<file path="src/rtl/debug_pkg.sv">
// Shared types and register-map constants for the multi-core-capable debug controller.
package debug_pkg;

    typedef enum logic [2:0] {
        ST_INIT,
        ST_RUN,
        ST_HALTED,
        ST_STEP,
        ST_XFER
    } state_t;

    localparam int unsigned REG_CTRL     = 0;
    localparam int unsigned REG_ADDR     = 1;
    localparam int unsigned REG_WDATA    = 2;
    localparam int unsigned REG_STATUS   = 3;
    localparam int unsigned REG_RDATA    = 4;
    localparam int unsigned REG_BP_EN    = 5;
    localparam int unsigned REG_STAT_CLR = 6;
    localparam int unsigned REG_BP_BASE  = 8;

    localparam int unsigned CTRL_DBG_EN     = 0;
    localparam int unsigned CTRL_GO         = 1;
    localparam int unsigned CTRL_HALT_REQ   = 2;
    localparam int unsigned CTRL_STEP_MODE  = 3;
    localparam int unsigned CTRL_CMD_LSB    = 4;
    localparam int unsigned CTRL_STEP_N_LSB = 16;

    localparam int unsigned STAT_HALTED    = 0;
    localparam int unsigned STAT_BUSY      = 1;
    localparam int unsigned STAT_BP_HIT    = 2;
    localparam int unsigned STAT_BP_IDX_LSB = 4;
    localparam int unsigned STAT_REM_LSB   = 16;

    localparam logic [2:0] MODE_NOP    = 3'd0;
    localparam logic [2:0] MODE_MEM_RD = 3'd1;
    localparam logic [2:0] MODE_MEM_WR = 3'd2;
    localparam logic [2:0] MODE_REG    = 3'd3;
    localparam logic [2:0] MODE_HOLD   = 3'd4;

    function automatic logic is_xfer_cmd(input logic [2:0] cmd);
        return (cmd == 3'd1) || (cmd == 3'd2) || (cmd == 3'd5) || (cmd == 3'd6);
    endfunction

    // Transfer commands are only presented to the bridge from XFER, so HALTED holds instead.
    function automatic logic [2:0] halted_mode(input logic [2:0] cmd);
        return is_xfer_cmd(cmd) ? MODE_HOLD : cmd;
    endfunction

endpackage

</file>
<file path="src/rtl/debug_regs_av.sv">
// Avalon-MM register bank: CTRL/ADDR/WDATA/breakpoint storage and the registered readback mux.
module debug_regs_av
    import debug_pkg::*;
#(
    parameter int unsigned NUM_BP = 4,
    parameter int unsigned STEP_W = 16,
    parameter int unsigned ADDR_W = 4
) (
    input  logic              CLK,
    input  logic              RST_N,
    input  logic              chipselect_debug,
    input  logic              write_debug,
    input  logic [31:0]       writedata_debug,
    input  logic              read_debug,
    input  logic [ADDR_W-1:0] address_debug,
    output logic [31:0]       readdata_debug,
    input  logic [31:0]       status_word,
    input  logic [31:0]       rdata_word,
    input  logic              step_mode_clr,
    input  logic              cmd_clr,
    output logic              dbg_en,
    output logic              go,
    output logic              halt_req,
    output logic              step_mode,
    output logic [2:0]        cmd,
    output logic [STEP_W-1:0] step_n,
    output logic [31:0]       addr_reg,
    output logic [31:0]       wdata_reg,
    output logic [NUM_BP-1:0] bp_en,
    output logic [31:0]       bp_addr [NUM_BP],
    output logic              stat_clr
);

    logic        wr;
    logic [31:0] ctrl_word;
    logic [31:0] rd_mux;

    assign wr       = chipselect_debug && write_debug;
    assign stat_clr = wr && (address_debug == ADDR_W'(REG_STAT_CLR)) && writedata_debug[STAT_BP_HIT];

    always_ff @(posedge CLK or negedge RST_N) begin
        if (!RST_N) begin
            dbg_en    <= 1'b0;
            go        <= 1'b0;
            halt_req  <= 1'b0;
            step_mode <= 1'b0;
            cmd       <= MODE_NOP;
            step_n    <= '0;
            addr_reg  <= '0;
            wdata_reg <= '0;
            bp_en     <= '0;
            for (int unsigned i = 0; i < NUM_BP; i++) bp_addr[i] <= '0;
        end else begin
            go <= 1'b0;
            if (step_mode_clr) step_mode <= 1'b0;
            if (cmd_clr) cmd <= MODE_NOP;
            // Host writes come last so they override the hardware self-clears.
            if (wr) begin
                if (address_debug == ADDR_W'(REG_CTRL)) begin
                    dbg_en    <= writedata_debug[CTRL_DBG_EN];
                    go        <= writedata_debug[CTRL_GO];
                    halt_req  <= writedata_debug[CTRL_HALT_REQ];
                    step_mode <= writedata_debug[CTRL_STEP_MODE];
                    cmd       <= writedata_debug[CTRL_CMD_LSB +: 3];
                    step_n    <= writedata_debug[CTRL_STEP_N_LSB +: STEP_W];
                end
                if (address_debug == ADDR_W'(REG_ADDR))  addr_reg  <= writedata_debug;
                if (address_debug == ADDR_W'(REG_WDATA)) wdata_reg <= writedata_debug;
                if (address_debug == ADDR_W'(REG_BP_EN)) bp_en     <= writedata_debug[NUM_BP-1:0];
                for (int unsigned i = 0; i < NUM_BP; i++)
                    if (address_debug == ADDR_W'(REG_BP_BASE + i)) bp_addr[i] <= writedata_debug;
            end
        end
    end

    always_comb begin
        ctrl_word = '0;
        ctrl_word[CTRL_DBG_EN]                    = dbg_en;
        ctrl_word[CTRL_GO]                        = go;
        ctrl_word[CTRL_HALT_REQ]                  = halt_req;
        ctrl_word[CTRL_STEP_MODE]                 = step_mode;
        ctrl_word[CTRL_CMD_LSB +: 3]              = cmd;
        ctrl_word[CTRL_STEP_N_LSB +: STEP_W]      = step_n;

        rd_mux = '0;
        if (address_debug == ADDR_W'(REG_CTRL))   rd_mux = ctrl_word;
        if (address_debug == ADDR_W'(REG_ADDR))   rd_mux = addr_reg;
        if (address_debug == ADDR_W'(REG_WDATA))  rd_mux = wdata_reg;
        if (address_debug == ADDR_W'(REG_STATUS)) rd_mux = status_word;
        if (address_debug == ADDR_W'(REG_RDATA))  rd_mux = rdata_word;
        if (address_debug == ADDR_W'(REG_BP_EN))  rd_mux[NUM_BP-1:0] = bp_en;
        for (int unsigned i = 0; i < NUM_BP; i++)
            if (address_debug == ADDR_W'(REG_BP_BASE + i)) rd_mux = bp_addr[i];
    end

    always_ff @(posedge CLK or negedge RST_N) begin
        if (!RST_N) readdata_debug <= '0;
        else if (chipselect_debug && read_debug) readdata_debug <= rd_mux;
    end

endmodule

</file>
<file path="src/rtl/debug_ctrl_mc.sv">
// Debug controller top: run/halt/step/transfer FSM and PC breakpoint comparators.
module debug_ctrl_mc
    import debug_pkg::*;
#(
    parameter int unsigned NUM_STAGES = 4,
    parameter int unsigned NUM_BP     = 4,
    parameter int unsigned STEP_W     = 16,
    parameter int unsigned ADDR_W     = 4
) (
    input  logic                  CLK,
    input  logic                  RST_N,
    input  logic                  chipselect_debug,
    input  logic                  write_debug,
    input  logic [31:0]           writedata_debug,
    input  logic                  read_debug,
    input  logic [ADDR_W-1:0]     address_debug,
    output logic [31:0]           readdata_debug,
    input  logic [31:0]           pc_in,
    input  logic [31:0]           data_internal,
    input  logic                  done_sending,
    input  logic                  step_ack,
    output logic                  debug,
    output logic [NUM_STAGES-1:0] enable_ext,
    output logic                  enable_pc_ext,
    output logic                  tx_flag,
    output logic [2:0]            mode,
    output logic [31:0]           address_bridged,
    output logic [31:0]           data_bridged,
    output logic                  irq_halt
);

    state_t              state;
    logic                run_en;
    logic                halt_prev;
    logic [STEP_W-1:0]   step_cnt;
    logic [STEP_W-1:0]   cnt_next;
    logic                bp_hit;
    logic [2:0]          bp_idx;
    logic [31:0]         rdata;
    logic [31:0]         status_word;

    logic                dbg_en, go, halt_req, step_mode, stat_clr;
    logic [2:0]          cmd;
    logic [STEP_W-1:0]   step_n;
    logic [NUM_BP-1:0]   bp_en;
    logic [31:0]         bp_addr [NUM_BP];

    logic                bp_any, bp_match, step_mode_clr, cmd_clr;
    logic [2:0]          bp_first;

    debug_regs_av #(
        .NUM_BP (NUM_BP),
        .STEP_W (STEP_W),
        .ADDR_W (ADDR_W)
    ) u_regs (
        .CLK              (CLK),
        .RST_N            (RST_N),
        .chipselect_debug (chipselect_debug),
        .write_debug      (write_debug),
        .writedata_debug  (writedata_debug),
        .read_debug       (read_debug),
        .address_debug    (address_debug),
        .readdata_debug   (readdata_debug),
        .status_word      (status_word),
        .rdata_word       (rdata),
        .step_mode_clr    (step_mode_clr),
        .cmd_clr          (cmd_clr),
        .dbg_en           (dbg_en),
        .go               (go),
        .halt_req         (halt_req),
        .step_mode        (step_mode),
        .cmd              (cmd),
        .step_n           (step_n),
        .addr_reg         (address_bridged),
        .wdata_reg        (data_bridged),
        .bp_en            (bp_en),
        .bp_addr          (bp_addr),
        .stat_clr         (stat_clr)
    );

    // Descending scan so the lowest matching comparator index wins.
    always_comb begin
        bp_any   = 1'b0;
        bp_first = '0;
        for (int unsigned i = NUM_BP; i > 0; i--) begin
            if (bp_en[i-1] && (pc_in == bp_addr[i-1])) begin
                bp_any   = 1'b1;
                bp_first = 3'(i - 1);
            end
        end
    end

    // Gating uses the registered enable, so the same-cycle block has no combinational loop.
    assign bp_match      = run_en && bp_any;
    assign enable_pc_ext = run_en && !bp_any;
    assign enable_ext    = {NUM_STAGES{enable_pc_ext}};
    assign debug         = dbg_en;

    assign step_mode_clr = (state == ST_HALTED) && !is_xfer_cmd(cmd) && step_mode && (step_n != '0);
    assign cmd_clr       = (state == ST_XFER) && done_sending;
    assign cnt_next      = (step_ack && step_cnt != '0) ? step_cnt - STEP_W'(1) : step_cnt;

    always_comb begin
        status_word = '0;
        status_word[STAT_HALTED]              = (state == ST_HALTED);
        status_word[STAT_BUSY]                = (state == ST_XFER);
        status_word[STAT_BP_HIT]              = bp_hit;
        status_word[STAT_BP_IDX_LSB +: 3]     = bp_idx;
        status_word[STAT_REM_LSB +: STEP_W]   = step_cnt;
    end

    always_ff @(posedge CLK or negedge RST_N) begin
        if (!RST_N) begin
            state     <= ST_INIT;
            run_en    <= 1'b0;
            mode      <= MODE_HOLD;
            tx_flag   <= 1'b0;
            irq_halt  <= 1'b0;
            halt_prev <= 1'b0;
            step_cnt  <= '0;
            bp_hit    <= 1'b0;
            bp_idx    <= '0;
            rdata     <= '0;
        end else begin
            irq_halt  <= 1'b0;
            halt_prev <= halt_req;
            if (stat_clr) begin
                bp_hit <= 1'b0;
                bp_idx <= '0;
            end
            if (bp_match) begin
                bp_hit <= 1'b1;
                bp_idx <= bp_first;
            end
            case (state)
                ST_INIT: begin
                    run_en <= 1'b0;
                    mode   <= MODE_HOLD;
                    if (go && dbg_en) begin
                        state    <= ST_HALTED;
                        irq_halt <= 1'b1;
                        mode     <= halted_mode(cmd);
                    end else if (go) begin
                        state  <= ST_RUN;
                        run_en <= 1'b1;
                        mode   <= MODE_NOP;
                    end
                end
                ST_RUN: begin
                    if (halt_req || bp_match) begin
                        state    <= ST_HALTED;
                        run_en   <= 1'b0;
                        irq_halt <= 1'b1;
                        mode     <= halted_mode(cmd);
                    end
                end
                ST_HALTED: begin
                    if (is_xfer_cmd(cmd)) begin
                        state   <= ST_XFER;
                        mode    <= cmd;
                        tx_flag <= 1'b1;
                    end else if (step_mode && step_n != '0) begin
                        state    <= ST_STEP;
                        step_cnt <= step_n;
                        run_en   <= 1'b1;
                        mode     <= MODE_NOP;
                    end else if (!halt_req && !dbg_en) begin
                        state  <= ST_RUN;
                        run_en <= 1'b1;
                        mode   <= MODE_NOP;
                    end else begin
                        mode <= cmd;
                    end
                end
                ST_STEP: begin
                    step_cnt <= cnt_next;
                    if (bp_match || (halt_req && !halt_prev) || cnt_next == '0) begin
                        state    <= ST_HALTED;
                        run_en   <= 1'b0;
                        irq_halt <= 1'b1;
                        mode     <= halted_mode(cmd);
                    end
                end
                ST_XFER: begin
                    if (done_sending) begin
                        state    <= ST_HALTED;
                        tx_flag  <= 1'b0;
                        rdata    <= data_internal;
                        irq_halt <= 1'b1;
                        mode     <= MODE_NOP;
                    end
                end
                default: state <= ST_INIT;
            endcase
        end
    end

endmodule

</file>
<file path="config.mk">
export PLATFORM = sky130hd
export DESIGN_NAME = debug_ctrl_mc
export DESIGN_NICKNAME = d
export VERILOG_FILES = /design/src/rtl/debug_pkg.sv /design/src/rtl/debug_regs_av.sv /design/src/rtl/debug_ctrl_mc.sv
export SDC_FILE = /design/constraint.sdc
export NUM_CORES = 1
export LEC_CHECK = 0
export ABC_AREA = 1
export CELL_PAD_IN_SITES_DETAIL_PLACEMENT = 0
export CELL_PAD_IN_SITES_GLOBAL_PLACEMENT = 1
export CORE_ASPECT_RATIO = 0.75
export CORE_MARGIN = 2
export CORE_UTILIZATION = 41
export DETAILED_ROUTE_END_ITERATION = 12
export HOLD_SLACK_MARGIN = 0.06
export PLACE_DENSITY = 0.86
export SYNTH_ARGS = -nofsm -noshare
export SYNTH_HDL_FRONTEND = slang
export SYNTH_SLANG_ARGS = --single-unit
</file>
<file path="constraint.sdc">
create_clock -name CLK -period 2.8 [get_ports CLK]
set_input_delay 0.28 -clock CLK [delete_from_list [all_inputs] [get_ports CLK]]
set_output_delay 0.28 -clock CLK [all_outputs]
set_load 0.005 [all_outputs]
</file>
# After elaboration in Yosys (flattened, before gate mapping)
# Cells that the tools add are included.
[op_classes] eq_ne=31 reduce_logical=54 mux=69 n_addsub=1
[op_table] cell="32-bit two-way mux" n=9
[op_table] cell="32-bit equality test" n=4
[op_table] cell="3-bit two-way mux" n=25
[op_table] cell="16-bit two-way mux" n=3
[op_table] cell="16-bit one-hot mux with 2 select lines" n=1
[op_table] cell="16-bit nonzero test" n=2
[op_table] cell="3-bit one-hot mux with 5 select lines" n=2
[op_table] cell="1-bit two-way mux" n=24
[op_table] cell="1-bit logical AND" n=19
[op_table] cell="2-bit AND reduction" n=9
[op_table] cell="4-bit equality test, second input constant" n=4
[op_table] cell="16-bit zero test" n=1
[op_table] cell="16-bit by 1-bit subtractor with 16-bit output, second input constant" n=1
[op_table] cell="4-bit by 3-bit equality test with 1-bit output, second input constant" n=3
[op_table] cell="2-bit != test, second input constant" n=6
[op_table] cell="5-bit AND reduction" n=2
[op_table] cell="3-bit by 2-bit equality test with 1-bit output, second input constant" n=3
[op_table] cell="3-bit equality test, second input constant" n=3
[op_table] cell="4-bit by 2-bit equality test with 1-bit output, second input constant" n=2
[op_table] cell="1-bit one-hot mux with 4 select lines" n=2
[op_table] cell="3-bit by 1-bit equality test with 1-bit output, second input constant" n=2
[op_table] cell="1-bit logical OR" n=6
[op_table] cell="3-bit AND reduction" n=2
[op_table] cell="2-bit nonzero test" n=3
[op_table] cell="13 further kinds" n=17
[word_totals] output_inout_bits=107 regBits=313

# Longest topological paths before layout
[depth] word_depth=11 ltp_mapped=19 ltp_nobuf=18

# By module
# Synthesis repeated with hierarchy kept, for this count alone.
[unflattened] hier_cells=2377 hier_area_um2=16689.8
[by_module_without_submodules] mod="debug_regs_av" area_per_inst_um2=11150.7 seq_area_each_um2=6281.0 instances=1 cells_each=1403
[by_module_without_submodules] mod="debug_ctrl_mc" area_per_inst_um2=5539.1 seq_area_each_um2=1527.7 instances=1 cells_each=974

# Worst setup path before layout
# No wires, ideal clock.
[synth_timing] kind="reg-to-reg" start="register step_cnt[0]" end="register state[0]" path_stages_with_launch=18 setup_time_ns=0.125 period_less_slack_ns=2.189 t_arrival_ns=2.063 path_slack_ns=0.611 t_required_ns=2.675 n_path_buf=2 path_cell_list="dfrtp_1 -> inv_1 -> ha_1 -> buf_2 -> nand2_4 -> nor2_8 -> nand2_8 -> buf_6 -> nand3b_2 -> nand2_1 -> nor2_1 -> nand2_1 -> nor2_2 -> nand3_2 -> nand4_4 -> nand3_2 -> nor2_1 -> nor2_1"
[synth_via] elab_chain_len=7 word_cells_on_any_way=8 classes_between="1 x add/sub; 1 x eq/ne; 1 x mux; 5 x reduce/logical"
[synth_rtl] item="from (decl)" line="debug_ctrl_mc.sv:35" rtl="logic [STEP_W-1:0] step_cnt;"
[synth_rtl] item="from (signal assigned)" line="debug_ctrl_mc.sv:164" rtl="step_cnt <= step_n;"
[synth_rtl] item="from (signal assigned)" line="debug_ctrl_mc.sv:176" rtl="step_cnt <= cnt_next;"
[synth_rtl] item="parallel branches: the longest is 2 deep, another holds 16-bit by 1-bit subtractor with 16-bit output"
[synth_rtl] item="16-bit two-way mux (*)" line="debug_ctrl_mc.sv:101" rtl="assign cnt_next = (step_ack && step_cnt != '0) ? step_cnt - STEP_W'(1) : step_cnt;"
[synth_rtl] item="16-bit zero test (*)" line="debug_ctrl_mc.sv:177" rtl="if (bp_match || (halt_req && !halt_prev) || cnt_next == '0) begin"
[synth_rtl] item="1-bit logical OR (*)" line="debug_ctrl_mc.sv:177"
[synth_rtl] item="2-bit != test (no line) (*)"
[synth_rtl] item="5-bit AND reduction (no line) (*)"
[synth_rtl] item="to (signal assigned)" line="debug_ctrl_mc.sv:178" rtl="state <= ST_HALTED;"
[synth_rtl] item="to (signal assigned)" line="debug_ctrl_mc.sv:186" rtl="state <= ST_HALTED;"
[synth_rtl] item="to (signal assigned)" line="debug_ctrl_mc.sv:193" rtl="default: state <= ST_INIT;"
[synth_rtl] item="to (decl)" line="debug_ctrl_mc.sv:32" rtl="state_t state;"
# Every way passes the cells marked *.
# A chain may end at the register's enable or synchronous reset.

# Final worst setup path
[layout_timing] start="register u_regs.bp_addr[97] in the netlist's numbering" end="output port enable_ext[2]"
[layout_via] elab_chain_len=5
[layout_rtl] item="from (decl)" line="debug_regs_av.sv:30" rtl="output logic [31:0] bp_addr [NUM_BP],"
[layout_rtl] item="from (signal, indexed assignment)" line="debug_regs_av.sv:71" rtl="if (address_debug == ADDR_W'(REG_BP_BASE + i)) bp_addr[i] <= writedata_debug;"
[layout_rtl] item="32-bit equality test" line="debug_ctrl_mc.sv:86" rtl="if (bp_en[i-1] && (pc_in == bp_addr[i-1])) begin"
[layout_rtl] item="1-bit logical AND" line="debug_ctrl_mc.sv:86"
[layout_rtl] item="1-bit two-way mux" line="debug_ctrl_mc.sv:86"
[layout_rtl] item="1-bit zero test" line="debug_ctrl_mc.sv:95" rtl="assign enable_pc_ext = run_en && !bp_any;"
[layout_rtl] item="1-bit logical AND" line="debug_ctrl_mc.sv:95"
[layout_rtl] item="to (decl)" line="debug_ctrl_mc.sv:23" rtl="output logic [NUM_STAGES-1:0] enable_ext,"
# No other way between the ends.

==> reports/summary.txt <==
Slowest Stage Delay on Critical Path - 0.42 ns
CTS Buf Count - 36
DRT antenna net count - 0
# setup viols final - 0
Finished Cell Area - 0.0211 mm²
Clk_skew - 0.0135 ns
Hold WS - 0.344 ns
Via density - 5.46
Num ports - 214
R2r setup slk - 0.29 ns
Area leader, netlist - dfrtp_1
Slowest library cell on the worst path - dfrtp_1
First-pass GRT wire length - 99000 µm
Placement Cell Area - 0.0199 mm²
Worst slew pin tran - 0.762 ns
Synthesis-to-layout area growth - 30.4%
DR WL/cell - 22.6 µm
Synth warn - 0
Accumulated negative setup slack - 0 ns
Clk slew on worst S/H paths - 0.06 ns
Die Span Y - 176 µm
Endpoints failing hold - 0
Netlist cell types - 52
GRT overflow - 0
Critical path arrival - 2.39 ns
Fmax - 375 MHz
Nets@finish - 2516
DP HPWL - 51100 µm
P per Cell Area - 782 mW/mm²
TritonCTS clock tree - yes
Setup WS pre-CTS - -0.431 ns
CTS H-tree lvls - 2
Ys async rst share - 100%
CP Launch Type - flip-flop
Vias in the first global route - 15400
Die area - 0.0411 mm²
Buffers on Ports - 213
Area fraction of the dominant cell type after synthesis - 48.1%
Largest net degree at the start of global routing - 84
Root buf cell - clkbuf_16
MaxCap Viol Count - 0
Crit-path cells - inv_1 > nand2_1 > nand2_1 > nor2_2 > nand2_1 > nor2_1 > nand3_1 > nor2_2 > nor2_1 > nand2_2 > nor2_4 > dlygate4sd2_1
Reg-to-reg startpoint - step_cnt[1]
Non-Filler Instances - 2949
Peak VDD IR - 0.488 mV
Commonest cells in the netlist - nand2_1, o21ai_0, dfrtp_1
Layout cells sized above 1 - 12.3%
Max reg flops - 128
# DRC - 0
Final period demand of the worst path - 2.67 ns
Post-Syn Area - 0.0162 mm²
Final WS setup - 0.133 ns
Post-Place Cells - 2886
Worst Reg-to-Reg Cells - 15
Die X - 233 µm
Sequential area share after synthesis - 48.2%
Static leakage - 0.00989 µW
Outcome - finished clean
Fin. max-slew vios - 0
Initial drt markers - 1902
Synth Register Bits - 312
Clock sink count - 312
Slew Limit Headroom - 49.0%
CP top delay family - simple AND/OR/NAND/NOR gates
Starting Density - 41.2%
Total Routed Length - 66600 µm
Ranking of synthesized cells by area - dfrtp_1, nand2_1, o21ai_0
CP Buf/Inv Count - 2
Gate Count Post-Synth - 2102
Reg with most FFs - u_regs.bp_addr
Top-count cell post-synth - nand2_1
DR vias - 16100
Filler instances - 3716
WP depth - 12
Core area - 0.0393 mm²
Total track usage - 32.7%
Worst Setup End Kind - output pin
R2R Path End - state[0]
Critical-path maximum fanout - 5
Maximum clock path buffer count - 3
First-pass DRT Iterations - 6
Synthesized Nets - 2212
GP Congestion - 1.03
N_diodes - 0
Initial antenna violation count - 2
CP dominant cell by count - nand2_1
Ys flop type - dfrtp_1
Synthesized area per cell - 7.70 µm²
Worst skew pair latency - 0.54 ns
CP Class - reg2out
Post-synth EDFFs - 0
Fin crit share - 95.2%
CP Data Required Time - 2.52 ns
# rows - 63
HP Class - in2async
where the power goes:
group	total [µW]	internal, µW	switching [µW]
sequential	6640	5580	1060
clock	4720	2810	1910
combinational	5160	2250	2910
per-layer routing:
layer / routed length, µm / GRT usage, % / share of wire, %
met2: 27300 / 46.6 / 41
met5: 13 / 0 / 0.020
met1: 31200 / 50.7 / 47
met4: 1680 / 8.76 / 2.5
met3: 6430 / 5.89 / 9.6
cell type report:
cell class | count | area [µm²] | share of cell area, %
Tap cell | 520 | 651 | 3.08
Inverter | 203 | 767 | 3.63
Multi-Input combinational cell | 1499 | 7380 | 34.9
Clock inverter | 11 | 141 | 0.670
Clock buffer | 50 | 1010 | 4.81
Timing Repair Buffer | 354 | 3360 | 15.9
Sequential cell | 312 | 7810 | 37.0
metrics by stage:
step / total power (µW) / utilization (%)
6_report: 16500 / 53.8
5_1_grt: 17400 / 53.8
4_1_cts: 16500 / 53.7
3_5_place_dp: 11700 / 50.6
3_3_place_gp: 11600 / 50.6
2_1_floorplan: 9100 / -
worst max path at each step:
stage                  startpoint             to  slack (ns)
3_5_place_dp            pc_in[30]  enable_ext[2]       -0.43
6_report       u_regs.bp_addr[97]  enable_ext[2]        0.13
2_1_floorplan         step_cnt[0]       state[0]        0.61
5_1_grt        u_regs.bp_addr[45]  enable_ext[2]       -0.05
4_1_cts                  pc_in[9]  enable_ext[2]        0.12
3_3_place_gp            pc_in[30]  enable_ext[2]       -0.46
kinds of logic after synthesis:
group | after synthesis | synth area share, %
xor+xnor | 29 | 1.57
mux | 32 | 2.23
fa+ha+maj | 3 | 0.232
simple gates | 966 | 24.6
compound gates | 469 | 16.1
flops | 312 | 48.2
buf+inv | 291 | 6.99
placed cells by master, fill, tap and decap left out, types with 4 or more instances in the layout:
cell and count:
nand2_1 679, o21ai_0 316, dfrtp_1 310, clkdlybuf4s50_1 206, inv_1 192, buf_4 127
nor2_1 126, nand3_1 72, a21oi_1 59, clkbuf_16 37, mux2_2 32, nand4_1 20
o2111ai_1 17, xnor2_1 16, o221ai_1 15, nor2_2 14, o21ai_1 14, o211ai_1 13
buf_12 13, nand2_2 12, xor2_1 10, inv_2 9, nand3_2 9, a211oi_1 9
clkbuf_1 9, or2_2 8, a32o_1 7, nor3_1 6, a221oi_1 6, clkinv_2 5
dlygate4sd2_1 5, nor2_4 4, inv_6 4, nor4_1 4, o22ai_1 4, clkbuf_8 4
repair_timing:
action / 4_1_cts / 5_1_grt
resized for setup: 19 / 17
hold buffers: 1 / 0
endpoints found under the setup margin: 5 / 9
endpoints found under the hold margin: 77 / 0
pin swaps: 1 / 1
gates cloned: 0 / 0
buffers inserted: 1 / 0
No activity file was read; power rests on OpenSTA's default activity.
